===== config.mk =====
export PLATFORM = sky130hd
export DESIGN_NAME = if_pipeline_ctrl_flat
export DESIGN_NICKNAME = d
export VERILOG_FILES = /design/src/rtl/if_pipeline_ctrl_if.sv /design/src/rtl/if_pipeline_ctrl.sv /design/src/flat_wrapper.sv
export SDC_FILE = /design/constraint.sdc
export NUM_CORES = 1
export LEC_CHECK = 0
export ABC_AREA = 0
export CORE_MARGIN = 2
export CORE_UTILIZATION = 43
export CTS_CLUSTER_SIZE = 28
export DETAILED_ROUTE_END_ITERATION = 16
export GPL_ROUTABILITY_DRIVEN = 0
export PLACE_DENSITY = 0.94
export SYNTH_ARGS = -nofsm -noshare
export SYNTH_HDL_FRONTEND = slang
export SYNTH_SLANG_ARGS = --single-unit

===== constraint.sdc =====
create_clock -name clk -period 3.2 [get_ports clk]
set_clock_uncertainty 0.2 [all_clocks]
set_input_delay 0.64 -clock clk [delete_from_list [all_inputs] [get_ports clk]]
set_output_delay 0.64 -clock clk [all_outputs]
set_load 0.01 [all_outputs]

===== src/rtl/if_pipeline_ctrl_if.sv =====
// Handshake bundle between the pipeline datapath and the IF-stage hazard controller.
// master : datapath side, drives hazard inputs, consumes control outputs
// slave  : controller side (if_pipeline_ctrl)
// Inputs : rs1_ID, rs2_ID, uses_rs1_ID, uses_rs2_ID, rd_IDEX, MemRead_IDEX,
//          branch_taken_EX, branch_target_EX, dmem_busy
// Outputs: PCWrite, Write_IFID, flush_IF, flush_IDEX, hold_EX, PCSrc_IF, PCTarget_IF,
//          mem_timeout, stall_cnt, flush_cnt, freeze_cnt
interface if_pipeline_ctrl_if #(
  parameter int unsigned CNT_W = 16
);
  logic [4:0]       rs1_ID;
  logic [4:0]       rs2_ID;
  logic             uses_rs1_ID;
  logic             uses_rs2_ID;
  logic [4:0]       rd_IDEX;
  logic             MemRead_IDEX;
  logic             branch_taken_EX;
  logic [31:0]      branch_target_EX;  // signed byte address
  logic             dmem_busy;

  logic             PCWrite;
  logic             Write_IFID;
  logic             flush_IF;
  logic             flush_IDEX;
  logic             hold_EX;
  logic             PCSrc_IF;
  logic [31:0]      PCTarget_IF;       // signed byte address
  logic             mem_timeout;
  logic [CNT_W-1:0] stall_cnt;
  logic [CNT_W-1:0] flush_cnt;
  logic [CNT_W-1:0] freeze_cnt;

  modport master (
    output rs1_ID, rs2_ID, uses_rs1_ID, uses_rs2_ID, rd_IDEX, MemRead_IDEX,
           branch_taken_EX, branch_target_EX, dmem_busy,
    input  PCWrite, Write_IFID, flush_IF, flush_IDEX, hold_EX, PCSrc_IF, PCTarget_IF,
           mem_timeout, stall_cnt, flush_cnt, freeze_cnt
  );

  modport slave (
    input  rs1_ID, rs2_ID, uses_rs1_ID, uses_rs2_ID, rd_IDEX, MemRead_IDEX,
           branch_taken_EX, branch_target_EX, dmem_busy,
    output PCWrite, Write_IFID, flush_IF, flush_IDEX, hold_EX, PCSrc_IF, PCTarget_IF,
           mem_timeout, stall_cnt, flush_cnt, freeze_cnt
  );
endinterface


===== src/rtl/if_pipeline_ctrl.sv =====
// IF-stage / IF-ID hazard and sequencing controller.
// Boot flush for synchronous IMEM, load-use bubbles, EX branch redirects, DMEM freezes with a
// timeout trap, and saturating performance counters.
// Ports:
//   clk  - clock, all state on posedge
//   rst  - synchronous active-high reset
//   bus  - if_pipeline_ctrl_if.slave: hazard inputs, fetch/pipeline controls, counters
// Control outputs are combinational from the state and the live hazard inputs.
module if_pipeline_ctrl #(
  parameter int unsigned BOOT_CYCLES  = 2,
  parameter int unsigned MEM_WAIT_MAX = 15,
  parameter int unsigned CNT_W        = 16
) (
  input logic                clk,
  input logic                rst,
  if_pipeline_ctrl_if.slave  bus
);

  localparam int unsigned BW = (BOOT_CYCLES > 1) ? $clog2(BOOT_CYCLES) : 1;
  localparam int unsigned WW = $clog2(MEM_WAIT_MAX + 1);
  localparam logic [BW-1:0] BOOT_LAST = BW'(BOOT_CYCLES - 1);
  localparam logic [WW-1:0] WAIT_MAX  = WW'(MEM_WAIT_MAX);

  typedef enum logic [1:0] {StBoot, StRun, StMemWait, StError} state_e;

  state_e           state_q;
  logic [BW-1:0]    boot_cnt_q;
  logic [WW-1:0]    wait_cnt_q;
  logic             mem_timeout_q;
  logic [CNT_W-1:0] stall_cnt_q, flush_cnt_q, freeze_cnt_q;

  logic load_use, boot, freeze, redirect, stall;

  assign load_use = bus.MemRead_IDEX && (bus.rd_IDEX != 5'd0) &&
                    ((bus.uses_rs1_ID && (bus.rs1_ID == bus.rd_IDEX)) ||
                     (bus.uses_rs2_ID && (bus.rs2_ID == bus.rd_IDEX)));

  // Action decode; priority busy > branch > load-use. MEM_WAIT with busy low behaves like RUN,
  // so a branch parked in EX during the freeze is redirected on the release cycle.
  always_comb begin
    boot     = 1'b0;
    freeze   = 1'b0;
    redirect = 1'b0;
    stall    = 1'b0;
    if (rst) begin
      boot = 1'b1;
    end else begin
      unique case (state_q)
        StBoot: boot = 1'b1;
        StRun, StMemWait: begin
          if (bus.dmem_busy)            freeze   = 1'b1;
          else if (bus.branch_taken_EX) redirect = 1'b1;
          else if (load_use)            stall    = 1'b1;
        end
        StError: freeze = 1'b1;
        default: boot = 1'b1;
      endcase
    end
  end

  assign bus.PCWrite     = ~(boot | freeze | stall);
  assign bus.Write_IFID  = ~(boot | freeze | stall);
  assign bus.flush_IF    = boot | redirect;
  assign bus.flush_IDEX  = boot | redirect | stall;
  assign bus.hold_EX     = freeze;
  assign bus.PCSrc_IF    = redirect;
  assign bus.PCTarget_IF = redirect ? bus.branch_target_EX : 32'd0;
  assign bus.mem_timeout = mem_timeout_q;
  assign bus.stall_cnt   = stall_cnt_q;
  assign bus.flush_cnt   = flush_cnt_q;
  assign bus.freeze_cnt  = freeze_cnt_q;

  always_ff @(posedge clk) begin
    if (rst) begin
      state_q       <= StBoot;
      boot_cnt_q    <= '0;
      wait_cnt_q    <= '0;
      mem_timeout_q <= 1'b0;
      stall_cnt_q   <= '0;
      flush_cnt_q   <= '0;
      freeze_cnt_q  <= '0;
    end else begin
      unique case (state_q)
        StBoot: begin
          if (boot_cnt_q == BOOT_LAST) state_q    <= StRun;
          else                         boot_cnt_q <= boot_cnt_q + 1'b1;
        end
        StRun: begin
          if (bus.dmem_busy) begin
            wait_cnt_q <= WW'(1);
            state_q    <= StMemWait;
          end
        end
        StMemWait: begin
          if (bus.dmem_busy) begin
            // Busy for the (MEM_WAIT_MAX+1)-th consecutive cycle: trap.
            if (wait_cnt_q == WAIT_MAX) begin
              state_q       <= StError;
              mem_timeout_q <= 1'b1;
            end else begin
              wait_cnt_q <= wait_cnt_q + 1'b1;
            end
          end else begin
            state_q <= StRun;
          end
        end
        StError: state_q <= StError;
        default: state_q <= StBoot;
      endcase

      if (stall && (stall_cnt_q != '1))     stall_cnt_q  <= stall_cnt_q + 1'b1;
      if (redirect && (flush_cnt_q != '1))  flush_cnt_q  <= flush_cnt_q + 1'b1;
      if (freeze && (freeze_cnt_q != '1))   freeze_cnt_q <= freeze_cnt_q + 1'b1;
    end
  end

endmodule


===== src/flat_wrapper.sv =====
// flat-port wrapper written by rule: the top's interface ports become plain ports
module if_pipeline_ctrl_flat 
#(
  parameter int unsigned BOOT_CYCLES  = 2,
  parameter int unsigned MEM_WAIT_MAX = 15,
  parameter int unsigned CNT_W        = 16
)
  (clk, rst, bus_rs1_ID, bus_rs2_ID, bus_uses_rs1_ID, bus_uses_rs2_ID, bus_rd_IDEX, bus_MemRead_IDEX, bus_branch_taken_EX, bus_branch_target_EX, bus_dmem_busy, bus_PCWrite, bus_Write_IFID, bus_flush_IF, bus_flush_IDEX, bus_hold_EX, bus_PCSrc_IF, bus_PCTarget_IF, bus_mem_timeout, bus_stall_cnt, bus_flush_cnt, bus_freeze_cnt);
  if_pipeline_ctrl_if #(.CNT_W(CNT_W)) bus_i ();
  input logic clk;
  input logic rst;
  input wire logic [$bits(bus_i.rs1_ID)-1:0] bus_rs1_ID;
  input wire logic [$bits(bus_i.rs2_ID)-1:0] bus_rs2_ID;
  input wire logic [$bits(bus_i.uses_rs1_ID)-1:0] bus_uses_rs1_ID;
  input wire logic [$bits(bus_i.uses_rs2_ID)-1:0] bus_uses_rs2_ID;
  input wire logic [$bits(bus_i.rd_IDEX)-1:0] bus_rd_IDEX;
  input wire logic [$bits(bus_i.MemRead_IDEX)-1:0] bus_MemRead_IDEX;
  input wire logic [$bits(bus_i.branch_taken_EX)-1:0] bus_branch_taken_EX;
  input wire logic [$bits(bus_i.branch_target_EX)-1:0] bus_branch_target_EX;
  input wire logic [$bits(bus_i.dmem_busy)-1:0] bus_dmem_busy;
  output wire logic [$bits(bus_i.PCWrite)-1:0] bus_PCWrite;
  output wire logic [$bits(bus_i.Write_IFID)-1:0] bus_Write_IFID;
  output wire logic [$bits(bus_i.flush_IF)-1:0] bus_flush_IF;
  output wire logic [$bits(bus_i.flush_IDEX)-1:0] bus_flush_IDEX;
  output wire logic [$bits(bus_i.hold_EX)-1:0] bus_hold_EX;
  output wire logic [$bits(bus_i.PCSrc_IF)-1:0] bus_PCSrc_IF;
  output wire logic [$bits(bus_i.PCTarget_IF)-1:0] bus_PCTarget_IF;
  output wire logic [$bits(bus_i.mem_timeout)-1:0] bus_mem_timeout;
  output wire logic [$bits(bus_i.stall_cnt)-1:0] bus_stall_cnt;
  output wire logic [$bits(bus_i.flush_cnt)-1:0] bus_flush_cnt;
  output wire logic [$bits(bus_i.freeze_cnt)-1:0] bus_freeze_cnt;
  assign bus_i.rs1_ID = bus_rs1_ID;
  assign bus_i.rs2_ID = bus_rs2_ID;
  assign bus_i.uses_rs1_ID = bus_uses_rs1_ID;
  assign bus_i.uses_rs2_ID = bus_uses_rs2_ID;
  assign bus_i.rd_IDEX = bus_rd_IDEX;
  assign bus_i.MemRead_IDEX = bus_MemRead_IDEX;
  assign bus_i.branch_taken_EX = bus_branch_taken_EX;
  assign bus_i.branch_target_EX = bus_branch_target_EX;
  assign bus_i.dmem_busy = bus_dmem_busy;
  assign bus_PCWrite = bus_i.PCWrite;
  assign bus_Write_IFID = bus_i.Write_IFID;
  assign bus_flush_IF = bus_i.flush_IF;
  assign bus_flush_IDEX = bus_i.flush_IDEX;
  assign bus_hold_EX = bus_i.hold_EX;
  assign bus_PCSrc_IF = bus_i.PCSrc_IF;
  assign bus_PCTarget_IF = bus_i.PCTarget_IF;
  assign bus_mem_timeout = bus_i.mem_timeout;
  assign bus_stall_cnt = bus_i.stall_cnt;
  assign bus_flush_cnt = bus_i.flush_cnt;
  assign bus_freeze_cnt = bus_i.freeze_cnt;
  if_pipeline_ctrl #(.BOOT_CYCLES(BOOT_CYCLES), .MEM_WAIT_MAX(MEM_WAIT_MAX), .CNT_W(CNT_W)) u_core (.clk(clk), .rst(rst), .bus(bus_i));
endmodule

### After elaboration in Yosys (flattened, before gate mapping)

Cells that the tools add are included.

* input port bits: 54
* word-level logic and storage cells: 71
* register bits after elaboration: 56
* output and inout port bits: 87

* add/subtract/negate cells: 5
* multiplexer cells: 25
* equal/unequal tests: 14
* reductions and logical operators: 15
* bitwise gates (word level): 5

Operators by type and width (number)
* $add 16x1->16 const B: 3
* $ne 16x16->1 const B: 3
* $mux 32: 1
* $mux 1: 14
* $mux 4: 3
* $eq 5x5->1: 2
* $mux 2: 4
* $pmux 2 s4: 1
* $pmux 4 s2: 1
* $logic_and 1x1->1: 7
* $ne 2x2->1 const B: 3
* $reduce_and 3->1: 2
* $reduce_bool 5->1: 1
* $add 4x1->4 const B: 1
* $eq 2x2->1 const B: 2
* $eq 4x4->1 const B: 1
* $or 1x1->1: 4
* $reduce_and 4->1: 1
* $ne 3x2->1 const B: 1
* $eq 2x1->1 const B: 1
* $logic_not 2->1: 1
* $ne 2x1->1 const B: 1
* $pmux 1 s2: 1
* $reduce_bool 2->1: 1
* other kinds (4): 4

### Depth between registers and ports, before layout

Gate-level depths: netlist of the first run.

* depth after elaboration: 11
* depth in mapped cells: 8
* depth with buffers taken out: 8

### Worst setup path before layout of the first run

OpenSTA, ideal clock, no wires.

* path type: input -> output
* from: input bus_rd_IDEX[3]
* to: output bus_Write_IFID
* path slack: 0.316 ns
* path buffers: 2
* stages: 7
* required time: 2.360 ns
* data arrival time: 2.044 ns
* cells stage by stage: xor2_1 -> nor4_1 -> a32oi_1 -> clkbuf_1 -> or2b_1 -> and3_1 -> buf_4

* longest elaborated chain between the ends: 11
* elaborated cells on any way between the ends: 15
* those cells by class: eq/ne (2); mux (5); bitwise (2); reduce/logical (6)

RTL lines
* start, declared: RTL line flat_wrapper.sv:16 `input wire logic [$bits(bus_i.rd_IDEX)-1:0] bus_rd_IDEX;`
* $eq 5x5->1 (on tied branches): RTL line if_pipeline_ctrl.sv:35, if_pipeline_ctrl.sv:36
* $logic_and 1x1->1 (on tied branches): RTL line if_pipeline_ctrl.sv:35, if_pipeline_ctrl.sv:36
* $logic_or 1x1->1: RTL line if_pipeline_ctrl.sv:35 `((bus.uses_rs1_ID && (bus.rs1_ID == bus.rd_IDEX)) ||`
* $logic_and 1x1->1 *: RTL line if_pipeline_ctrl.sv:34 `assign load_use = bus.MemRead_IDEX && (bus.rd_IDEX != 5'd0) &&`
* $mux 1 *: RTL line if_pipeline_ctrl.sv:53 `else if (load_use) stall = 1'b1;`
* $mux 1 *: RTL line if_pipeline_ctrl.sv:52 `else if (bus.branch_taken_EX) redirect = 1'b1;`
* $mux 1 *: RTL line if_pipeline_ctrl.sv:51 `if (bus.dmem_busy) freeze = 1'b1;`
* $mux 1 *: RTL line if_pipeline_ctrl.sv:48 `unique case (state_q)`
* $mux 1 *: RTL line if_pipeline_ctrl.sv:45 `if (rst) begin`
* $or 1x1->1 *
* $not 1->1 *
* end, declared: RTL line flat_wrapper.sv:22 `output wire logic [$bits(bus_i.Write_IFID)-1:0] bus_Write_IFID;`

Every way passes the cells marked *; elsewhere a longest branch is shown, timed or not.

### Worst setup path after layout of the first run

* from: input bus_rs1_ID[3]
* to: output bus_flush_IDEX

* longest elaborated chain between the ends: 10

RTL lines
* start, declared: RTL line flat_wrapper.sv:12 `input wire logic [$bits(bus_i.rs1_ID)-1:0] bus_rs1_ID;`
* $eq 5x5->1: RTL line if_pipeline_ctrl.sv:35
* $logic_and 1x1->1: RTL line if_pipeline_ctrl.sv:35
* $logic_or 1x1->1: RTL line if_pipeline_ctrl.sv:35
* $logic_and 1x1->1: RTL line if_pipeline_ctrl.sv:34
* $mux 1: RTL line if_pipeline_ctrl.sv:53
* $mux 1: RTL line if_pipeline_ctrl.sv:52
* $mux 1: RTL line if_pipeline_ctrl.sv:51
* $mux 1: RTL line if_pipeline_ctrl.sv:48
* $mux 1: RTL line if_pipeline_ctrl.sv:45
* $or 1x1->1: RTL line if_pipeline_ctrl.sv:64 `assign bus.flush_IDEX = boot | redirect | stall;`
* end, declared: RTL line flat_wrapper.sv:24 `output wire logic [$bits(bus_i.flush_IDEX)-1:0] bus_flush_IDEX;`

Every way passes these cells.

==> results of run 1 <==
==> critical path: stages <==
cell and delay (ns):
clkdlybuf4s50_1 0.43, xor2_1 0.16, nor4_2 0.31, a32oi_1 0.17, or2b_1 0.27, nand3_1 0.09, clkdlybuf4s15_1 0.23
==> metrics by stage <==
step,instance area (um^2),cells,setup TNS (ns),hold slack [ns]
after floorplan,3210,393,0,0.240
after global routing,4990,644,-0.0501,0.343
after detailed placement,4790,631,-3.26,0.266
after CTS,4950,644,0,0.290
after global placement,4790,631,-1.60,0.252
final,4990,644,0,0.290
==> final timing paths <==
path | end | startpoint | depth (start not counted) | slack, ns
setup / recovery | bus_flush_IDEX | bus_rs1_ID[3] | 7 | 0.07
hold / removal | u_core.boot_cnt_q | u_core.boot_cnt_q | 2 | 0.29
setup reg to reg | u_core.bus.stall_cnt[13] | u_core.state_q[1] | 8 | 0.46
hold reg to reg | u_core.boot_cnt_q | u_core.boot_cnt_q | 2 | 0.29
==> cell families after synthesis <==
family	Yosys count	synth area share
buffers and inverters	33	0.0432
multiplexers	14	0.0455
AND/OR/NAND/NOR	199	0.332
flip-flops	56	0.349
adder cells (fa/ha/maj)	9	0.0350
XOR/XNOR	30	0.0817
AO/OA/AOI/OAI	52	0.114
==> cells in the mapped netlist, types with 2 or more instances <==
| master | n |
|---|---|
| a211oi_1 | 9 |
| a21oi_1 | 14 |
| a31oi_1 | 2 |
| and2_1 | 33 |
| and3_1 | 8 |
| and4_1 | 2 |
| buf_2 | 3 |
| clkbuf_1 | 12 |
| dfxtp_1 | 56 |
| ha_1 | 9 |
| inv_1 | 16 |
| mux2_2 | 5 |
| mux2i_1 | 9 |
| nand2_1 | 26 |
| nand3_1 | 18 |
| nand4_1 | 15 |
| nor2_1 | 49 |
| nor2b_1 | 5 |
| nor3_1 | 9 |
| nor3b_1 | 2 |
| nor4_1 | 8 |
| nor4b_1 | 2 |
| o211ai_1 | 2 |
| o21ai_0 | 6 |
| o31ai_1 | 6 |
| or2_2 | 2 |
| or3_1 | 4 |
| or4_1 | 7 |
| xnor2_1 | 14 |
| xor2_1 | 16 |
==> per-layer routing <==
layer / track usage / vias up
met5: 0 / -
met1: 0.258 / 1614
li1: - / 1688
met2: 0.410 / 136
met3: 0.0484 / 17
met4: 0.0615 / 0
==> sequential cells by signal, summed over array words and instances, names as in the netlist <==
signal                  cells
u_core.bus.flush_cnt       16
u_core.bus.freeze_cnt      16
u_core.bus.stall_cnt       16
u_core.wait_cnt_q           4
u_core.state_q              2
u_core.boot_cnt_q           1
u_core.bus.mem_timeout      1
==> cell type report <==
class | count | area [um^2] | area share
multi-input combinational | 304 | 2030 | 0.407
timing repair buffer | 160 | 1540 | 0.308
sequential | 56 | 1120 | 0.225
tap | 99 | 124 | 0.0248
clock buffer | 5 | 68.8 | 0.0138
inverter | 16 | 60.1 | 0.0120
clock inverter | 3 | 42.5 | 0.00852
antenna | 1 | 2.50 | 0.000501
==> power by group <==
part	switching [uW]	leakage [uW]	internal, uW	total, uW
sequential	19.6	0.000452	723	742
clock	234	0.0000541	232	466
combinational	260	0.00131	277	537
==> repair_timing <==
action	4_1_cts	5_1_grt
gates resized for setup	25	8
buffers inserted	7	0
setup endpoints to repair	36	12
hold endpoints to repair	0	0
pin swaps	5	3
==> results by group, run 1 <==
Layout
  – Fraction of layout cells with a size suffix above 1: 0.101
  – Most common cell after layout, fill and taps aside: clkdlybuf4s50_1
  – Area grow syn2layout: 55.3%
  – Filler cells: 566
  – Most frequent cells in the layout: 128 x clkdlybuf4s50_1, 54 x dfxtp_1, 49 x nor2_1
  – Nets: 606
  – Final core utilization: 0.688

Route
  – Met2 WL post-DR: approximately 5000 um
  – Wire length on met3: 610 um
  – DR iter-0 viols: 214
  – Routed len/inst: around 15 um
  – Residual DRC: 0
  – ANT nets after route: 0
  – Routed wire length: 9690 um
  – Via count: 3455
  – DR pass1 iterations: 4
  – Vias per inst: 5.36
  – Top sig layer: met4
  – Met1 wire length: 3990 um

Timing
  – Slew of the pin with the lowest slew margin: 0.672 ns
  – Period Utilization, post-route: 0.978
  – PnR worst setup slack: around 0.072 ns
  – Peak Freq: 0.320 GHz
  – Hold Fails Final Rpt: 0
  – Tmin final: approximately 3.1 ns
  – Slew margin rel.: 0.549
  – Max-slew violations: 0
  – Setup-failing EPs final: 0

CTS
  – CTS Root Cell: clkbuf_8
  – Sink Count: 56
  – CTS tree: done
  – CTS max path bufs: 2
  – Hold buffers post-CTS: 0
  – H-tree Lvls: 2
  – Clk_lat worst skew: 0.31 ns
  – Worst-path clk slew: 0.10 ns
  – CTS buffer count: 5

Synth
  – Synth top area cells: dfxtp_1 35%, and2_1 6.4%, nor2_1 5.7%
  – Cell area after synthesis: 3210 um^2
  – Synth warn: 0
  – Number of synthesized register bits: 56
  – Post-synth top area share: 0.349
  – Net Count, Synth: roughly 460
  – Dominant cell type by area after synthesis: dfxtp_1
  – EDFF count, synth: 0
  – Sequential fraction of the synthesis area: 0.349
  – Synth cell types: 54
  – Post-synth ARST share: 0
  – Ys flop type: dfxtp_1
  – Gate Count Post-Synth: 393
  – Synthesized area per cell: 8.18 um^2

Power
  – Pwr Total: 1750 uW
  – P per Cell Area: 350 nW/um^2
  – Max VDD drop: 0.248 mV
  – Pleak: 0.00181 uW

Placement
  – Dpl hpwl: approximately 7400 um
  – Pre-CTS setup slack: -0.409 ns
  – IO buf count: 140

Global routing
  – Number of global-route vias before repair: between 3000 and 4000
  – First-pass GRT wire length: between 15000 and 20000 um
  – Initial antenna violation count: 1
  – Remaining Overflow, GRT: 0
  – GRT Overall Usage: 0.222
  – Largest net degree at the start of global routing: 34

Floorplanning
  – Starting Density: 0.443
  – # rows: 31
  – Core area: 7250 um^2
  – I/O pin count: around 140
  – Die Ht: 90.5 um
  – Die area: 8180 um^2
  – Die width: just over 90 um

Status
  – Status: finished clean

Critical path
  – Critical Path Source Type: primary input
  – Crit Path Category: primary input to output pin
  – Critical Path RT: 2.36 ns
  – Worst setup EP type: output pin
  – CP max FO: 2
  – Worst EP arrival: 2.29 ns

Hold path
  – Hold Path Class: register to register

Job
  – MaxCap Viol Count: 0
(Power assumes the default switching activity.)
==> run 2: changes to the inputs <==
- SKIP_LAST_GASP: default -> 1
==> results by group, run 2 (same netlist as run 1, synthesis figures left out) <==
Status
  – Status: finished clean

Critical path
  – Critical Path RT: 2.36 ns (about the same)
  – CP max FO: 2 (unchanged)
  – R2R depth: 8 (unchanged)
  – RR Endpoint: u_core.bus.stall_cnt[13]
  – CP max stage cell: clkdlybuf4s50_1
  – Worst stage delay on the critical path: 0.43 ns (about the same)
  – Worst EP arrival: 2.29 ns (about the same)
  – R2R Setup Slk: 0.46 ns (about the same)
  – Worst path cell trace: clkdlybuf4s50_1 > xor2_1 > nor4_2 > a32oi_1 > or2b_1 > nand3_1 > clkdlybuf4s15_1
  – Crit Path Category: primary input to output pin
  – Critical Path Source Type: primary input
  – Worst setup EP type: output pin
  – Reg2Reg Launch Point: u_core.state_q[1]

Global routing
  – First-pass GRT wire length: 15200 um (unchanged)
  – Largest net degree at the start of global routing: 34 (unchanged)
  – GRT Overall Usage: 0.222 (unchanged)
  – Remaining Overflow, GRT: 0 (unchanged)
  – Number of global-route vias before repair: 3180 (unchanged)
  – Initial antenna violation count: 1 (unchanged)

Floorplanning
  – Core area: 7250 um^2 (unchanged)
  – Die Ht: 90.5 um (unchanged)
  – Starting Density: 0.443 (unchanged)
  – # rows: 31 (unchanged)
  – Die width: 90.5 um (unchanged)
  – Die area: 8180 um^2 (unchanged)
  – I/O pin count: 141 (unchanged)

Timing
  – Period Utilization, post-route: 0.978 (about the same)
  – Slew of the pin with the lowest slew margin: 0.672 ns (unchanged)
  – Hold Fails Final Rpt: 0 (unchanged)
  – PnR worst setup slack: 0.0719 ns (+0.0000279 ns)
  – Slew margin rel.: 0.549 (unchanged)
  – Tmin final: 3.13 ns (-0.0000279 ns)
  – Setup-failing EPs final: 0 (unchanged)
  – Setup TNS Final: 0 ns (unchanged)
  – Peak Freq: 0.320 GHz (about the same)
  – Max-slew violations: 0 (unchanged)

CTS
  – H-tree Lvls: 2 (unchanged)
  – CTS Root Cell: clkbuf_8
  – CTS tree: done
  – Worst-path clk slew: 0.10 ns (about the same)
  – Hold buffers post-CTS: 0 (unchanged)
  – Sink Count: 56 (unchanged)
  – Clk_lat worst skew: 0.31 ns (about the same)
  – CTS max path bufs: 2 (unchanged)
  – CTS buffer count: 5 (unchanged)

Job
  – MaxCap Viol Count: 0 (unchanged)

Route
  – Met2 WL post-DR: 4890 um (unchanged)
  – Residual DRC: 0 (unchanged)
  – DR pass1 iterations: 4 (unchanged)
  – Via count: 3455 (unchanged)
  – ANT nets after route: 0 (unchanged)
  – Vias per inst: 5.36 (unchanged)
  – Routed len/inst: 15.0 um (about the same)
  – Top sig layer: met4
  – DR iter-0 viols: 214 (unchanged)
  – Wire length on met3: 609 um (-0.16%)
  – Met1 wire length: 3980 um (about the same)
  – Routed wire length: 9690 um (about the same)

Power
  – P per Cell Area: 350 nW/um^2 (about the same)
  – Max VDD drop: 0.248 mV (unchanged)
  – Pleak: 0.00181 uW (about the same)

Layout
  – Area grow syn2layout: 55.3% (unchanged)
  – Most frequent cells in the layout: 128 x clkdlybuf4s50_1, 54 x dfxtp_1, 49 x nor2_1
  – Fraction of layout cells with a size suffix above 1: 0.101 (unchanged)
  – Nets: 606 (unchanged)
  – Most common cell after layout, fill and taps aside: clkdlybuf4s50_1
  – Filler cells: 566 (unchanged)
  – Post-route cell area: 4990 um^2 (unchanged)

Hold path
  – Cells on Worst Hold Path: 2 (unchanged)
  – Hold Path Class: register to register
  – Hold worst-path end: u_core.boot_cnt_q
  – Hold Startpoint: u_core.boot_cnt_q

Placement
  – Pre-CTS setup slack: -0.409 ns (unchanged)
  – Post-Place Cell Area: 4790 um^2 (unchanged)
  – Dpl hpwl: 7400 um (unchanged)
  – IO buf count: 140 (unchanged)
## run 2: changes by cell type in the layout (fill, tap and decap cells not counted), sizes merged
cell    delta
clkbuf     +1
buf        -1
## run 2: metrics by stage
stage,utilization,power (uW),std cells,hold WS [ns]
after detailed placement,0.660,1270,631,0.266
after global routing,0.688,1830,644,0.343
final,0.688,1750,644,0.290
after CTS,0.683,1750,644,0.290
after global placement,0.660,1240,631,0.252
after floorplan,-,1010,393,0.240
## run 2: worst max path at each step
stage                            startpoint              to  cells past startpoint  slack (ns)
final                         bus_rs1_ID[3]  bus_flush_IDEX                      7        0.07
after global routing          bus_rs1_ID[3]  bus_flush_IDEX                      7       -0.02
after CTS                 u_core.state_q[0]     bus_PCWrite                      7       -0.08
after detailed placement     bus_rd_IDEX[3]     bus_PCWrite                      8       -0.41
after global placement       bus_rd_IDEX[3]     bus_PCWrite                      8       -0.28
after floorplan              bus_rd_IDEX[3]  bus_Write_IFID                      7        0.32
## run 2: report_power, final
part	internal (uW)	switching (uW)
clock	232	234
combinational	277	260
sequential	723	19.6
total	1230	514
## run 2: critical path, delay by kind of cell
kind	cells	cell delay, ns
and+or+nand+nor	3	0.67
xor gates and xnor gates	1	0.16
buffers and inverters	2	0.66
AOI/OAI and AO/OA	1	0.17
## run 2: final cells by class
class	count	area, um^2	share of cell area
Tap cell	99	124	0.0248
Sequential cell	56	1120	0.225
Clock inverter	3	42.5	0.00852
Inverter	16	60.1	0.0120
Multi-Input combinational cell	304	2030	0.407
Timing Repair Buffer	160	1540	0.308
Clock buffer	5	68.8	0.0138
Antenna cell	1	2.50	0.000501
## run 2: timing repair
item                                    CTS  global route
gates resized for setup                  22            10
pin swaps                                 5             3
setup buffers                             7             0
endpoints found under the setup margin   36            12
gates cloned                              0             0
## run 2: per-layer routing
layer,GRT usage,up-vias
met4,0.0615,0
met2,0.410,136
li1,-,1688
met3,0.0484,17
met5,0,-
met1,0.258,1614
==> run 3: changes to the inputs <==
- CAP_MARGIN: default -> 40
- HOLD_SLACK_MARGIN: default -> 0.03
==> results of run 3 <==
Same layout as run 2: the final DEF is identical, and so are final timing and power.
